===== src/rtl/picosoc_regs_ctrl.sv =====
// Register-file sequencer for the PicoSoC core: clears all 32 registers after reset,
// then shares the write port and read port 2 between the CPU and a debug host.
module picosoc_regs_ctrl #(
  parameter int MAX_WAIT       = 4,
  parameter bit CLEAR_ON_RESET = 1'b1
) (
  input  logic        clk,
  input  logic        reset,
  input  logic        cpu_wen,
  input  logic [5:0]  cpu_waddr,
  input  logic [31:0] cpu_wdata,
  input  logic [5:0]  cpu_raddr1,
  input  logic [5:0]  cpu_raddr2,
  input  logic        cpu_rd2_en,
  output logic [31:0] cpu_rdata1,
  output logic [31:0] cpu_rdata2,
  output logic        cpu_stall,
  input  logic        dbg_valid,
  input  logic        dbg_write,
  input  logic [4:0]  dbg_addr,
  input  logic [31:0] dbg_wdata,
  output logic        dbg_ready,
  output logic [31:0] dbg_rdata,
  output logic        init_done,
  output logic        rf_wen,
  output logic [5:0]  rf_waddr,
  output logic [31:0] rf_wdata,
  output logic [5:0]  rf_raddr1,
  output logic [5:0]  rf_raddr2,
  input  logic [31:0] rf_rdata1,
  input  logic [31:0] rf_rdata2
);

  typedef enum logic [1:0] {INIT, IDLE, ACK} state_t;

  localparam logic [3:0] STARVE_MAX = 4'(MAX_WAIT);

  state_t      state;
  logic [4:0]  clr_cnt;
  logic [3:0]  starve;
  logic        port_free;
  logic        grant;
  logic        forced;

  assign rf_raddr1  = cpu_raddr1;
  assign cpu_rdata1 = rf_rdata1;
  assign cpu_rdata2 = rf_rdata2;
  assign dbg_ready  = (state == ACK) && !reset;

  // A forced grant steals a port the CPU is actively using, so the CPU must stall.
  always_comb begin
    port_free = dbg_write ? !cpu_wen : !cpu_rd2_en;
    grant     = (state == IDLE) && dbg_valid && (port_free || (starve == STARVE_MAX));
    forced    = grant && !port_free;
  end

  always_comb begin
    rf_wen    = cpu_wen;
    rf_waddr  = cpu_waddr;
    rf_wdata  = cpu_wdata;
    rf_raddr2 = cpu_raddr2;
    cpu_stall = 1'b0;
    if (state == INIT) begin
      rf_wen    = 1'b1;
      rf_waddr  = {1'b0, clr_cnt};
      rf_wdata  = '0;
      cpu_stall = 1'b1;
    end else if (grant) begin
      if (dbg_write) begin
        rf_wen   = (dbg_addr != 5'd0);
        rf_waddr = {1'b0, dbg_addr};
        rf_wdata = dbg_wdata;
      end else begin
        rf_raddr2 = {1'b0, dbg_addr};
        // A stalled CPU replays its whole request next cycle, so drop its write now.
        if (forced) rf_wen = 1'b0;
      end
      if (forced) cpu_stall = 1'b1;
    end
    if (reset) begin
      rf_wen    = 1'b0;
      cpu_stall = 1'b1;
    end
  end

  always_ff @(posedge clk) begin
    if (reset) begin
      state     <= CLEAR_ON_RESET ? INIT : IDLE;
      init_done <= !CLEAR_ON_RESET;
      dbg_rdata <= '0;
      starve    <= '0;
      clr_cnt   <= '0;
    end else begin
      case (state)
        INIT: begin
          clr_cnt <= clr_cnt + 5'd1;
          if (clr_cnt == 5'd31) begin
            init_done <= 1'b1;
            state     <= IDLE;
          end
        end
        IDLE: begin
          if (grant) begin
            starve <= '0;
            state  <= ACK;
            if (!dbg_write) dbg_rdata <= rf_rdata2;
          end else if (!dbg_valid) begin
            starve <= '0;
          end else if (starve != STARVE_MAX) begin
            starve <= starve + 4'd1;
          end
        end
        ACK:     state <= IDLE;
        default: state <= IDLE;
      endcase
    end
  end

endmodule


===== config.mk =====
export PLATFORM = sky130hd
export DESIGN_NAME = picosoc_regs_ctrl
export DESIGN_NICKNAME = d
export VERILOG_FILES = /design/src/rtl/picosoc_regs_ctrl.sv
export SDC_FILE = /design/constraint.sdc
export NUM_CORES = 1
export LEC_CHECK = 0
export CAP_MARGIN = 30
export CORE_AREA = 2 2 119 121
export DETAILED_ROUTE_END_ITERATION = 16
export DIE_AREA = 0 0 121 123
export PLACE_DENSITY = 0.7
export SKIP_CTS_REPAIR_TIMING = 1
export SLEW_MARGIN = 20
export SYNTH_ARGS = -nofsm -noshare
export SYNTH_HDL_FRONTEND = slang
export SYNTH_SLANG_ARGS = --single-unit

===== constraint.sdc =====
create_clock -name clk -period 1.8 [get_ports clk]
set_input_delay 0.27 -clock clk [delete_from_list [all_inputs] [get_ports clk]]
set_output_delay 0.27 -clock clk [all_outputs]
set_load 0.02 [all_outputs]

Word level (Yosys, flattened, before mapping):

Cells that the tools add are included.

* register bits after elaboration: 44

* add/sub/neg operators: 2
* equal/unequal tests: 8
* muxes and demuxes: 25
* bitwise gates (word level): 1
* reductions and logical operators: 15

Operator list (number)
* 2-to-1 mux 32 bit: 3
* 2-to-1 mux 6 bit: 6
* 2-to-1 mux 4 bit: 3
* 2-to-1 mux 1 bit: 10
* AND reduction 2 bit: 3
* adder 5 x 1 -> 5 bit (second input constant): 1
* == test 5 bit (second input constant): 1
* nonzero test 5 bit: 1
* adder 4 x 1 -> 4 bit (second input constant): 1
* == test 4 x 3 -> 1 bit (second input constant): 1
* logical AND 1 bit: 4
* logical NOT 1 bit: 4
* 2-to-1 mux 2 bit: 2
* != test 4 x 3 -> 1 bit (second input constant): 1
* one-hot mux 2 bit (2 select lines): 1
* != test 3 x 1 -> 1 bit (second input constant): 1
* AND reduction 3 bit: 1
* == test 2 x 1 -> 1 bit (second input constant): 1
* == test 2 bit (second input constant): 1
* logical NOT 2 bit: 1
* != test 2 x 1 -> 1 bit (second input constant): 1
* != test 2 bit (second input constant): 1
* logical OR 1 bit: 1
* inverter 1 bit: 1

Depth between registers and ports, before layout:

* word-level depth: 10
* mapped depth: 8

Worst setup path after synthesis:

No wires, ideal clock.

* kind: reg-to-output
* start: register starve[0]
* end: output port rf_wdata[27]
* arrival time: 1.817 ns
* data required time: 1.530 ns
* path slack: -0.287 ns
* stages on the path, launching flop included: 9
* path through: dfxtp_1 -> inv_1 -> ha_1 -> nand3b_1 -> a211o_1 -> buf_2 -> buf_2 -> nand2_1 -> a21oi_1

* cells in the longest elaborated chain, start to end: 5

Ends and longest elaborated chain
* start, declared: RTL line 40 `logic [3:0] starve;`
* start signal, assigned: RTL line 110 `starve <= starve + 4'd1;`
* == test 4 x 3 -> 1 bit: RTL line 53 `grant = (state == IDLE) && dbg_valid && (port_free || (starve == STARVE_MAX));`
* logical OR 1 bit: RTL line 53
* logical AND 1 bit: RTL line 53
* 2-to-1 mux 32 bit: RTL line 68 `end else if (grant) begin`
* 2-to-1 mux 32 bit: RTL line 63 `if (state == INIT) begin`
* end, declared: RTL line 27 `output logic [31:0] rf_wdata,`

Every way passes these cells.

Worst setup path after layout:

* start: register starve[1]
* end: output port rf_wdata[25]

The elaborated chain is that of the path after synthesis.

==> summary.txt <==
Run status
  – Outcome: finished with violations
  – Failing checks: setup timing

Synth
  – Leading area contributor after synthesis: dfxtp_1
  – Predominant post-synthesis flop cell: dfxtp_1
  – Post-Synth XOR/XNOR Area: 0.900%
  – Syn Area/Cell: 6.73 sq um
  – Post-synthesis compound-gate area fraction: 17.4%
  – Post-Synth Simple-Gate Area: 27.5%
  – Yosys warns: 0
  – Post-synth top cells: 155 x nand2_1, 79 x a21oi_1, 70 x buf_4
  – Largest family of logic cells by synthesized area: simple AND/OR/NAND/NOR gates
  – Synth cell types: 37
  – Mux cell area share after synthesis: 0.343%
  – Seq cells post-synth: 44
  – Synth top area share: 30.2%
  – Adder-cell share of the synthesized area: 1.71%
  – Top-count cell post-synth: nand2_1
  – Sequential-to-total area share from yosys stat: 30.2%
  – Number of enable flip-flop cells after synthesis: 0
  – Syn nets: 595
  – Synthesized area: 0.00292 sq mm
  – Largest cells by area after synthesis: dfxtp_1 30%, nand2_1 20%, buf_4 18%
  – Ys async rst share: 0%
  – Post-Syn Instances: 434

Worst setup path
  – Data required time of the critical path: 1530 ps
  – Worst setup SP type: register
  – Worst setup path startpoint: starve[1]$_SDFFE_PP0P_
  – R2R Path Start: starve[1]$_SDFFE_PP0P_
  – Critical path fanouts, max: 8
  – Worst Setup End Kind: primary output
  – WS Path Type: reg2out
  – CP arrival: 2050 ps

Die
  – Die W: 121 um
  – Core area: 0.0136 sq mm
  – FP Rows: 43
  – Die Y: 123 um
  – Initial core utilization: 21.5%
  – Die Footprint: 0.0149 sq mm
  – # IOs: 307

Job
  – Max-cap violations: 0

Power
  – VDD IR max: 0.502 mV
  – Sequential Power Share: 38.1%
  – LEAKAGE: 2.74 nW
  – Total chip power: 0.00259 W
  – P_int: 0.00192 W
  – Logic pwr share: 25.5%
  – Sw frac: 25.9%
  – Psw: 0.000670 W
  – Clock network power share: 36.4%
  – Power Dens Cells: 363 mW/mm^2

Timing
  – Unrepaired setup endpoints after global routing: true
  – Worst clock skew: 7.43 ps
  – Final setup viols: 78
  – Max Slew Vio Count: 0
  – Max-slew headroom: 69.1%
  – Final WS setup: -520 ps
  – Tmin final: 2320 ps
  – Max Clock Freq: 431 MHz
  – Least-Margin Pin Slew: 463 ps
  – Final Hold Fails: 0
  – Final critical-path share of the clock period: 129%

Placed design
  – Placement Setup Slack: -865 ps
  – Global placement routability congestion: 0.865
  – I/O Buffers: 230
  – Dpl cell area: 0.00574 sq mm
  – DP Wirelength: 10300 um

CTS
  – Clock root buffer: clkbuf_16
  – CTS clock-pin slew for the worst setup and hold paths: 60 ps
  – CTS tree: yes
  – Inserted Clock Buffers: 5
  – CTS Buffer Depth: 2
  – Sink Count: 44
  – H-tree levels: 2
  – Worst-Skew Late Latency: 290 ps

Global route
  – First-pass GRT wire length: 18600 um
  – GRT Total Usage: 16.1%
  – Vias in the first global route: 3585
  – Grt total ovfl: 0
  – Antenna violations before repair: 0
  – Largest net degree at the start of global routing: 37

Min path
  – Hold Startpoint: dbg_valid
  – Worst hold path class: in2reg

Layout
  – Share of layout cells above drive strength 1: 48.2%
  – Antenna cell count: 0
  – Final nets: 818
  – Area growth syn-to-layout: 144%
  – Finished Cell Area: 0.00713 sq mm
  – Final core utilization: 52.4%

Detailed routing
  – Post-route ant nets: 0
  – Avg WL per Cell: 18.1 um
  – Routed WL: 15200 um
  – Drt first pass iters: 4
  – Via/cell ratio: 4.55
  – DRC viols: 0
  – Via count: 3817
  – First DRT Iteration DRCs: 142
==> layout by cell type (no fill, tap or decap), drive strengths merged <==
| cell | instances |
|---|---|
| clkdlybuf4s50 | 178 |
| nand2 | 155 |
| buf | 115 |
| a21oi | 79 |
| dfxtp | 44 |
| nor2 | 18 |
| clkbuf | 16 |
| dlymetal6s2s | 6 |
| ha | 4 |
| a211o | 4 |
| inv | 4 |
| nor3 | 3 |
| a211oi | 2 |
| and3 | 2 |
| nor3b | 2 |
| o21bai | 2 |
| nor2b | 2 |
| nand4 | 2 |
| xor2 | 2 |
| nand3b | 2 |
| or4 | 2 |
| o21ai | 2 |
| or2 | 1 |
| mux2i | 1 |
| and3b | 1 |
| o221ai | 1 |
| and2 | 1 |
| nand3 | 1 |
| xnor2 | 1 |
| o22ai | 1 |
| a21o | 1 |
| nand2b | 1 |
| nor4 | 1 |
| clkinv | 1 |
==> power groups by stage <==
stage	clock (W)	combinational, W	sequential [W]
2_1_floorplan	0	0.000348	0.00101
6_report	0.000941	0.000661	0.000987
3_5_place_dp	0	0.000603	0.00101
4_1_cts	0.000976	0.000609	0.000985
3_3_place_gp	0	0.000604	0.00101
5_1_grt	0.00102	0.000694	0.000987
==> sequential cells by signal, summed over array words and instances, names as in the netlist <==
name,flops
clr_cnt,5
dbg_rdata,32
state,2
init_done,1
starve,4
==> area by class of cell <==
class                   instances  area [sq um]
inverters                       3          11.3
flip-flops and latches         44           883
repair buffers                309          3340
well taps                     180           225
fillers                      1186          6480
clock buffers                   6           139
multi-input cells             294          2520
clock inverters                 2          13.8
==> metal layers <==
layer / routed length (um) / up-vias / track usage (%)
met4: 321 / 0 / 5.60
met2: 7970 / 185 / 28.5
met1: 5750 / 1797 / 18.3
li1: - / 1811 / -
met3: 1150 / 24 / 5.03
met5: 0 / - / 0
==> kinds of logic (layout without fill, tap and decap cells) <==
family	Yosys count	after routing
AND/OR/NAND/NOR	194	194
buffers and inverters	97	320
AO/OA/AOI/OAI	91	92
flip-flops	44	44
adder cells (fa/ha/maj)	4	4
XOR/XNOR	3	3
multiplexers	1	1
==> worst paths after layout <==
check | end | slack [ps] | cells past startpoint
worst max-delay path | rf_wdata[25] | -520 | 11
worst min-delay path | starve[1]$_SDFFE_PP0P_ | 370 | 3
worst max register to register | dbg_rdata[2]$_SDFFE_PP0P_ | -280 | 12
worst min register to register | dbg_rdata[29]$_SDFFE_PP0P_ | 460 | 2
==> through the flow <==
| stage | cells | hold WS (ps) | TNS (ps) |
|---|---|---|---|
| floorplan | 434 | 406 | -2590 |
| global placement | 796 | 441 | -42660 |
| detailed placement | 796 | 449 | -44610 |
| CTS | 804 | 458 | -43940 |
| global route | 838 | 385 | -29650 |
| finish | 838 | 368 | -24990 |
==> worst max-delay path: stages, from the launching register on <==
cell	delay (ps)
dfxtp_2	320
inv_2	60
ha_4	130
nand3b_1	80
buf_6	150
a211oi_4	270
buf_6	170
buf_8	150
buf_4	120
nand2_2	60
a21oi_4	120
buf_6	120
Note: power is estimated with default switching activity, not from simulation.
